==> src/rtl/hwag_pkg.sv <==
// Shared types for the HWAG crank-wheel tooth meter: FSM state codes and
// gap-threshold selector codes.
package hwag_pkg;

  typedef enum logic [2:0] {
    ST_IDLE  = 3'd0,
    ST_FIRST = 3'd1,
    ST_PRIME = 3'd2,
    ST_HUNT  = 3'd3,
    ST_SYNC  = 3'd4
  } hwag_state_e;

  localparam logic [1:0] GAP_1P5 = 2'd0;
  localparam logic [1:0] GAP_2X  = 2'd1;
  localparam logic [1:0] GAP_2P5 = 2'd2;
  localparam logic [1:0] GAP_3X  = 2'd3;

endpackage

==> src/rtl/hwag_period_cnt.sv <==
// Saturating cycle counter measuring time since the last accepted tooth edge.
// load clears to zero; run lets it count up until it sticks at all-ones.
module hwag_period_cnt #(
  parameter int CNT_W = 24
) (
  input  logic             clk,
  input  logic             rst,
  input  logic             load,
  input  logic             run,
  output logic [CNT_W-1:0] cnt,
  output logic             sat
);

  localparam logic [CNT_W-1:0] CNT_MAX = '1;

  assign sat = (cnt == CNT_MAX);

  always_ff @(posedge clk or posedge rst) begin
    if (rst) begin
      cnt <= '0;
    end else if (load) begin
      cnt <= '0;
    end else if (run && !sat) begin
      cnt <= cnt + CNT_W'(1);
    end
  end

endmodule

==> src/rtl/hwag_tooth_meter.sv <==
// Tooth period meter and missing-tooth gap synchroniser for a VR crank wheel.
// All outputs are registered; events show up one cycle after the edge_in cycle.
module hwag_tooth_meter
  import hwag_pkg::*;
#(
  parameter int CNT_W   = 24,
  parameter int TOOTH_W = 8
) (
  input  logic               clk,
  input  logic               rst,
  input  logic               ena,
  input  logic               edge_in,
  input  logic [TOOTH_W-1:0] teeth_total,
  input  logic [1:0]         gap_sel,
  output logic [CNT_W-1:0]   period_cur,
  output logic [CNT_W-1:0]   period_prev,
  output logic [TOOTH_W-1:0] tooth_num,
  output logic               synced,
  output logic               tooth_pulse,
  output logic               gap_pulse,
  output logic               sync_err,
  output logic               stall,
  output logic [2:0]         state
);

  hwag_state_e        state_q, state_d;
  logic [CNT_W-1:0]   cnt;
  logic               cnt_sat, cnt_load, cnt_run;
  logic [CNT_W-1:0]   p_new, period_cur_d, period_prev_d;
  logic [CNT_W+1:0]   gap_thr;
  logic [TOOTH_W-1:0] tooth_d;
  logic               is_gap, last_tooth, capture;
  logic               synced_d, tooth_pulse_d, gap_pulse_d, sync_err_d, stall_d;

  // Threshold is a multiple of the period preceding the one being measured;
  // two extra bits so 3x never wraps.
  function automatic logic [CNT_W+1:0] gap_threshold(input logic [CNT_W-1:0] p,
                                                     input logic [1:0]       sel);
    logic [CNT_W+1:0] pw;
    logic [CNT_W+1:0] thr;
    pw  = {2'b00, p};
    thr = '0;
    case (sel)
      GAP_1P5: thr = pw + (pw >> 1);
      GAP_2X:  thr = pw << 1;
      GAP_2P5: thr = (pw << 1) + (pw >> 1);
      GAP_3X:  thr = (pw << 1) + pw;
    endcase
    return thr;
  endfunction

  assign cnt_load = !ena || (state_q == ST_IDLE) || edge_in;
  assign cnt_run  = (state_q != ST_IDLE);

  hwag_period_cnt #(.CNT_W(CNT_W)) u_period_cnt (
    .clk  (clk),
    .rst  (rst),
    .load (cnt_load),
    .run  (cnt_run),
    .cnt  (cnt),
    .sat  (cnt_sat)
  );

  always_comb begin
    state_d       = state_q;
    period_cur_d  = period_cur;
    period_prev_d = period_prev;
    tooth_d       = tooth_num;
    tooth_pulse_d = 1'b0;
    gap_pulse_d   = 1'b0;
    sync_err_d    = 1'b0;
    stall_d       = 1'b0;
    capture       = 1'b0;

    // An edge landing on a saturated counter still counts, reported as the max period.
    p_new      = cnt_sat ? cnt : cnt + CNT_W'(1);
    gap_thr    = gap_threshold(period_cur, gap_sel);
    is_gap     = ({2'b00, p_new} >= gap_thr);
    last_tooth = (tooth_num == teeth_total - TOOTH_W'(1));

    if (!ena) begin
      state_d       = ST_IDLE;
      period_cur_d  = '0;
      period_prev_d = '0;
      tooth_d       = '0;
    end else if (state_q == ST_IDLE) begin
      state_d = ST_FIRST;
    end else if (edge_in) begin
      case (state_q)
        ST_FIRST: state_d = ST_PRIME;
        ST_PRIME: begin
          state_d = ST_HUNT;
          capture = 1'b1;
        end
        ST_HUNT: begin
          capture = 1'b1;
          if (is_gap) begin
            state_d     = ST_SYNC;
            tooth_d     = '0;
            gap_pulse_d = 1'b1;
          end
        end
        ST_SYNC: begin
          capture = 1'b1;
          if (is_gap && last_tooth) begin
            tooth_d     = '0;
            gap_pulse_d = 1'b1;
          end else if (is_gap || last_tooth) begin
            state_d    = ST_HUNT;
            tooth_d    = '0;
            sync_err_d = 1'b1;
          end else begin
            tooth_d       = tooth_num + TOOTH_W'(1);
            tooth_pulse_d = 1'b1;
          end
        end
        default: state_d = ST_IDLE;
      endcase
    end else if (cnt_sat) begin
      state_d = ST_IDLE;
      tooth_d = '0;
      stall_d = 1'b1;
    end

    if (capture) begin
      period_prev_d = period_cur;
      period_cur_d  = p_new;
    end
    synced_d = (state_d == ST_SYNC);
  end

  always_ff @(posedge clk or posedge rst) begin
    if (rst) begin
      state_q     <= ST_IDLE;
      period_cur  <= '0;
      period_prev <= '0;
      tooth_num   <= '0;
      synced      <= 1'b0;
      tooth_pulse <= 1'b0;
      gap_pulse   <= 1'b0;
      sync_err    <= 1'b0;
      stall       <= 1'b0;
    end else begin
      state_q     <= state_d;
      period_cur  <= period_cur_d;
      period_prev <= period_prev_d;
      tooth_num   <= tooth_d;
      synced      <= synced_d;
      tooth_pulse <= tooth_pulse_d;
      gap_pulse   <= gap_pulse_d;
      sync_err    <= sync_err_d;
      stall       <= stall_d;
    end
  end

  assign state = state_q;

endmodule

==> config.mk <==
export PLATFORM = sky130hd
export DESIGN_NAME = hwag_tooth_meter
export DESIGN_NICKNAME = d
export VERILOG_FILES = /design/src/rtl/hwag_pkg.sv /design/src/rtl/hwag_period_cnt.sv /design/src/rtl/hwag_tooth_meter.sv
export SDC_FILE = /design/constraint.sdc
export NUM_CORES = 1
export LEC_CHECK = 0
export BUFFER_PORTS_ARGS = -buffer_cell sky130_fd_sc_hd__buf_2
export CAP_MARGIN = 30
export CORE_AREA = 2 2 123 125
export CTS_BUF_LIST = sky130_fd_sc_hd__clkbuf_4 sky130_fd_sc_hd__clkbuf_8
export DETAILED_ROUTE_END_ITERATION = 12
export DIE_AREA = 0 0 125 127
export HOLD_SLACK_MARGIN = 0.12
export MAX_ROUTING_LAYER = met4
export PLACE_DENSITY = 0.8
export SLEW_MARGIN = 5
export SYNTH_ARGS = -nofsm -noshare
export SYNTH_HDL_FRONTEND = slang
export SYNTH_HIERARCHICAL = 1
export SYNTH_SLANG_ARGS = --single-unit
==> constraint.sdc <==
create_clock -name clk -period 5.25 [get_ports clk]
set_clock_uncertainty 0.15 [all_clocks]
set_input_delay 1.05 -clock clk [delete_from_list [all_inputs] [get_ports clk]]
set_output_delay 1.05 -clock clk [all_outputs]
set_load 0.005 [all_outputs]
=== Yosys cells after proc, flatten, opt, wreduce, memory -nomap -nowiden ===
Cells that the tools add are included.

* Add/subtract/negate cells: 6
* Magnitude comparators: 1
* Equality and inequality tests: 15
* Muxes and demuxes: 49
* Reduce and logical (&&, ||, !) cells: 13

{| class="wikitable"
|+ Operator list
! cell !! count
|-
| 2-to-1 mux 24 bit || 6
|-
| one-hot mux 26 bit (4 select lines) || 1
|-
| 2-to-1 mux 8 bit || 7
|-
| adder 25 x 23 -> 26 bit || 1
|-
| adder 25 x 24 -> 26 bit || 1
|-
| greater-or-equal comparator 24 x 26 -> 1 bit || 1
|-
| adder 24 x 23 -> 25 bit || 1
|-
| 2-to-1 mux 1 bit || 25
|-
| adder 24 x 1 -> 24 bit, second input constant || 1
|-
| equality test 24 bit, second input constant || 1
|-
| 2-to-1 mux 3 bit || 7
|-
| one-hot mux 8 bit (2 select lines) || 1
|-
| one-hot mux 3 bit (4 select lines) || 1
|-
| adder 8 x 1 -> 8 bit, second input constant || 1
|-
| equality test 8 bit || 1
|-
| subtractor 8 x 1 -> 8 bit, second input constant || 1
|-
| equality test 3 x 2 -> 1 bit, second input constant || 2
|-
| equality test 3 bit, second input constant || 2
|-
| equality test 2 bit, second input constant || 2
|-
| inequality test 4 x 2 -> 1 bit, second input constant || 1
|-
| inequality test 4 bit, second input constant || 1
|-
| AND reduction 4 bit || 1
|-
| equality test 3 x 1 -> 1 bit, second input constant || 1
|-
| zero test 3 bit || 1
|-
| other kinds (12) || 16
|}

* Register bits: 88
* Input port bits: 14
* Output and inout port bits: 64
* Word-level logic and storage cells: 94

=== Logic depth before layout (Yosys ltp) ===
* Depth in word-level cells: 11
* Depth in mapped cells: 30
* Mapped depth without buffers: 30

=== By module ===
The synthesis kept the hierarchy.

{| class="wikitable"
|+ By module, submodules not included
! module !! instances !! cells an instance !! area each (um^2) !! sequential area each (um^2)
|-
| hwag_tooth_meter || 1 || 839 || 6826.5 || 1601.5
|-
| hwag_period_cnt || 1 || 142 || 1375.1 || 600.6
|}

=== Least setup slack after synthesis ===
OpenSTA, ideal clock, no wires.

* Path kind: register to register
* Start point: register period_cur[2]
* End point: register synced
* Setup time: 130 ps
* Data arrival time: 5199 ps
* Data required time: 4970 ps
* Slack: -229 ps
* Stages on the path, launching flop included: 29
* Buffers on the path: 0
* Period minus slack after synthesis: 5479 ps
* Path through: dfrtp_1 ha_1 inv_1 fa_1 nand2b_1 a211oi_1 nor4_2 o31ai_2 a21o_1 a21oi_1 xor2_1 mux4_2 ha_1 nand4_1 nor2_1 a211o_1 a311oi_1 a211o_1 a31oi_1 o211ai_1 nor2_2 inv_1 ha_1 nor3_1 o21ai_0 a21boi_0 nor2_1 a41oi_1 a21oi_1

* Cells in the longest elaborated chain, start to end: 11
* Elaborated cells between the ends (all ways): 15
* Those cells by class: 3 x add/sub; 1 x order compare; 1 x eq/ne; 8 x mux; 2 x reduce/logical

{| class="wikitable"
|+ RTL lines
! what !! RTL line !! source
|-
| start, declared || hwag_tooth_meter.sv:15 || <nowiki>output logic [CNT_W-1:0] period_cur,</nowiki>
|-
| start signal, assigned || hwag_tooth_meter.sv:145 || <nowiki>period_cur <= period_cur_d;</nowiki>
|-
| adder 25 x 23 -> 26 bit, or another cell as far along || hwag_tooth_meter.sv:46 || <nowiki>GAP_2P5: thr = (pw << 1) + (pw >> 1);</nowiki>
|-
| one-hot mux 26 bit (4 select lines) (*) || hwag_tooth_meter.sv:43 || <nowiki>case (sel)</nowiki>
|-
| greater-or-equal comparator 24 x 26 -> 1 bit (*) || hwag_tooth_meter.sv:78 || <nowiki>is_gap = ({2'b00, p_new} >= gap_thr);</nowiki>
|-
| logical OR 1 bit || hwag_tooth_meter.sv:108 || <nowiki>end else if (is_gap || last_tooth) begin</nowiki>
|-
| 2-to-1 mux 3 bit || hwag_tooth_meter.sv:108 ||
|-
| 2-to-1 mux 3 bit || hwag_tooth_meter.sv:105 || <nowiki>if (is_gap && last_tooth) begin</nowiki>
|-
| one-hot mux 3 bit (4 select lines) (*) || hwag_tooth_meter.sv:89 || <nowiki>case (state_q)</nowiki>
|-
| 2-to-1 mux 3 bit (*) || hwag_tooth_meter.sv:88 || <nowiki>end else if (edge_in) begin</nowiki>
|-
| 2-to-1 mux 3 bit (*) || hwag_tooth_meter.sv:86 || <nowiki>end else if (state_q == ST_IDLE) begin</nowiki>
|-
| 2-to-1 mux 3 bit (*) || hwag_tooth_meter.sv:81 || <nowiki>if (!ena) begin</nowiki>
|-
| equality test 3 bit (*) || hwag_tooth_meter.sv:129 || <nowiki>synced_d = (state_d == ST_SYNC);</nowiki>
|-
| net synced_d || hwag_tooth_meter.sv:33 || <nowiki>logic synced_d, tooth_pulse_d, gap_pulse_d, sync_err_d, stall_d;</nowiki>
|-
| end signal, assigned || hwag_tooth_meter.sv:148 || <nowiki>synced <= synced_d;</nowiki>
|-
| end, declared || hwag_tooth_meter.sv:18 || <nowiki>output logic synced,</nowiki>
|}

Mark *: on every way through the listed nets, which the timed path passes. The rest lies on a longest branch.
A chain may end at the register's enable or synchronous reset.

=== Final worst setup path ===
* Start point: register period_cur[3]
* End point: register synced

Same word-level chain as after synthesis.

==> metrics.csv <==
stage,metric,value,unit
run_status,status,"complete, but fails checks",
run_status,violations,setup timing,
yosys,syn_inst,981,
timing,drv_slew,0,
placed_design,dpl-instance-area,9700,µm²
power_and_ir_drop,p_leak,5.14,nW
power_and_ir_drop,p_seq_frac,0.435,
timing,maxSlewHeadroom,0.520,
floorplan,die_h,127,µm
placed_design,dp_hpwl,17.1,mm
finish,fill_cells,1096,
critical_path,critPathLaunch,period_cur[3],
power_and_ir_drop,switching_share,0.330,
floorplan,start_util,0.569,
yosys,synth_edf_count,0,
yosys,synth_cell_types,71,
yosys,seq_area_frac_synth,0.268,
floorplan,core_area,14400,µm²
timing,tns,-2220,ps
clock_network,cts_buffers,9,
detailed_routing,drt_iter0_markers,703,
global_route,grt_pass1_vias,8248,
global_route,grt_max_degree,63,
clock_network,path_clk_slew,110,ps
placed_design,gp_congestion,0.987,
floorplan,die_area,15900,µm²
finish,layout_commonest_cell,buf_4,
floorplan,die_x,125,µm
global_route,gr-usage-all-layers,0.311,
detailed_routing,ant_nets,0,
global_route,antenna_found_initial,0,
detailed_routing,drc_errors,0,
yosys,yosysTopAreaCellShare,0.268,
yosys,yosysWarningCount,6,
yosys,synth_nets,1073,
finish,syn2layout_area_growth,27.1,%
yosys,yosysTopAreaCell,dfrtp_1,
critical_path,critPathMaxStageDelay,490,ps
clock_network,clockBufferDepth,2,
timing,whs,381,ps
critical_path,slowest_stage,mux4_2,
floorplan,ios,78,
clock_network,cts-root-buf,clkbuf_8,
power_and_ir_drop,power.total,0.00163,W
timing,hold_viol,0,
power_and_ir_drop,comb_power_share,0.253,
yosys,synthArstFlopShare,1.00,
clock_network,clock_latency,410,ps
clock_network,clkSinkCount,88,
yosys,syn-mean-instance-area,8.36,µm²
clock_network,htree_levels,3,
detailed_routing,viasPerCell,6.05,
power_and_ir_drop,p_int,0.00109,W
worst_hold_path,min_from,period_prev[20],
finish,finish.instance_area,10400,µm²
timing,setup_viol,12,
clock_network,cts_tree,done,
timing,max_clock_freq,180,MHz
power_and_ir_drop,p_per_area,156,nW/µm²
power_and_ir_drop,clkPwrFrac,0.312,
global_route,grt_pass1_wl,39.3,mm
clock_network,holdBufCountCts,0,
placed_design,place_ws,-520,ps
flow_run,drv_cap,0,
detailed_routing,vias,8343,
yosys,synth_area,8200,µm²
critical_path,end_kind,flop,
detailed_routing,firstDrtPassIters,5,
yosys,yosys_register_bits,88,
power_and_ir_drop,vdd_drop_max,0.000106,V
floorplan,row_count,44,
finish,fin_nets,1282,
power_and_ir_drop,net-switching-power,0.000538,W
critical_path,cp.arrival,5700,ps
timing,rsz0062_at_grt,yes,
finish,mostFrequentLayoutCells,"151 x buf_4, 126 x nand2_1, 87 x nor2_1, 82 x dfrtp_1, 77 x buf_2",
critical_path,required,5390,ps
critical_path,startpoint_type,flop,
critical_path,worst-setup-path-type,flop to flop,
global_route,overflow,0,
timing,period_minus_slack,5560,ps
critical_path,timing.rr.start,period_cur[3],
detailed_routing,totalWireLength,24.2,mm
finish,drive_gt1_frac,0.294,
timing,finalCritPeriodShare,1.06,
yosys,ys_top_cells_by_area,"dfrtp_1 27%, ha_1 12%, nand2_1 5.9%",
critical_path,worstPathMaxFanout,5,
placed_design,port_buffers,77,
timing,setup_slack,-308,ps
finish,num_antenna_cells,0,
yosys,synthFlopType,dfrtp_1,
detailed_routing,drt-wirelength-per-cell,17.5,µm
worst_hold_path,hold_class,flop to flop,
timing,worst_pin_slew,714,ps
## cell type report
| cell class | count | area, µm² | share of cell area |
|---|---|---|---|
| Sequential cell | 88 | 2210 | 0.212 |
| Timing Repair Buffer | 232 | 1570 | 0.150 |
| Clock inverter | 6 | 66.3 | 0.00636 |
| Clock buffer | 9 | 124 | 0.0119 |
| Inverter | 42 | 158 | 0.0151 |
| Tap cell | 184 | 230 | 0.0221 |
| Multi-Input combinational cell | 817 | 6070 | 0.582 |
## stage by stage
stage          utilization  cells
6_report             0.723   1378
5_1_grt              0.723   1378
4_1_cts              0.707   1373
3_5_place_dp         0.673   1340
3_3_place_gp         0.673   1340
2_1_floorplan            -    981
## what timing repair did
action,4_1_cts,5_1_grt
setup buffers,18,7
pin swaps,25,23
endpoints found under the hold margin,0,0
gates resized for setup,38,41
setup endpoints to repair,14,15
## critical path: cells and delay by family (launching register included)
family	cells	cell delay, ps
compound gates	17	2770
xor+xnor	1	180
fa+ha+maj	3	640
buf+inv	2	320
flops	1	480
mux	1	490
simple gates	4	420
## registers in the layout (all words and copies together), names as in the netlist
name / count
period_cur: 24
period_prev: 24
u_period_cnt/cnt: 24
tooth_num: 8
state: 3
gap_pulse: 1
stall: 1
sync_err: 1
synced: 1
tooth_pulse: 1
## path summary, 6_finish.rpt
path	slack (ps)	end	depth (start not counted)
setup / recovery	-310	synced	28
hold / removal	380	period_prev[20]	2
setup reg to reg	-310	synced	28
hold reg to reg	380	period_prev[20]	2
max in group asynchronous	3360	period_cur[3]	3
min in group asynchronous	500	u_period_cnt/cnt[0]	2
## cell usage after synthesis (2+ instances only)
cell       number
a211o_1         5
a211oi_1        6
a21boi_0       26
a21o_1         19
a21oi_1        68
a31oi_1        17
a32oi_1         2
and2_1          3
and3_1         10
and4_1          4
buf_1           3
clkbuf_1       30
dfrtp_1        88
fa_1            2
ha_1           76
inv_1          42
mux2i_1         8
mux4_2         13
nand2_1       129
nand2b_1       10
nand3_1        28
nand4_1        18
nand4b_1        3
nor2_1         92
nor2b_1         9
nor3_1         14
nor3_2          2
nor3b_1        11
nor4_1          2
o2111ai_1       2
o211a_1        15
o211ai_1       13
o211ai_2        4
o21a_1         10
o21ai_0        47
o21ai_1         6
o21bai_1        7
o22ai_1         3
o31ai_1         3
o41a_1          2
or2_2           5
or3_1          11
or4_1           3
xnor2_1        44
xor2_1         40
## power by group through the flow
| stage | logic, W | registers, W | clock network, W |
|---|---|---|---|
| after floorplan | 0.000237 | 0.000719 | 0 |
| after global placement | 0.000364 | 0.000721 | 0 |
| after detailed placement | 0.000373 | 0.000721 | 0 |
| after CTS | 0.000390 | 0.000708 | 0.000506 |
| after global routing | 0.000453 | 0.000712 | 0.000533 |
| final | 0.000412 | 0.000710 | 0.000508 |
## routing by layer
| layer | track usage | share of wire | vias to the layer above |
|---|---|---|---|
| met5 | - | 0 | - |
| li1 | - | - | 3970 |
| met4 | 0.155 | 0.041 | 0 |
| met3 | 0.0427 | 0.051 | 93 |
| met2 | 0.526 | 0.49 | 292 |
| met1 | 0.367 | 0.41 | 3988 |
## logic make-up (layout without fill, tap and decap cells)
logic type                 Yosys count  in the layout  synth area share
and+or+nand+nor                    361            361             0.211
AOI/OAI and AO/OA                  272            272             0.228
DFF                                 88             88             0.268
xor gates and xnor gates            84             84            0.0897
adders and majority gates           78             78             0.121
buffers and inverters               76            289            0.0357
muxes                               22             22            0.0468
Note: power is estimated with default switching activity, not from simulation.
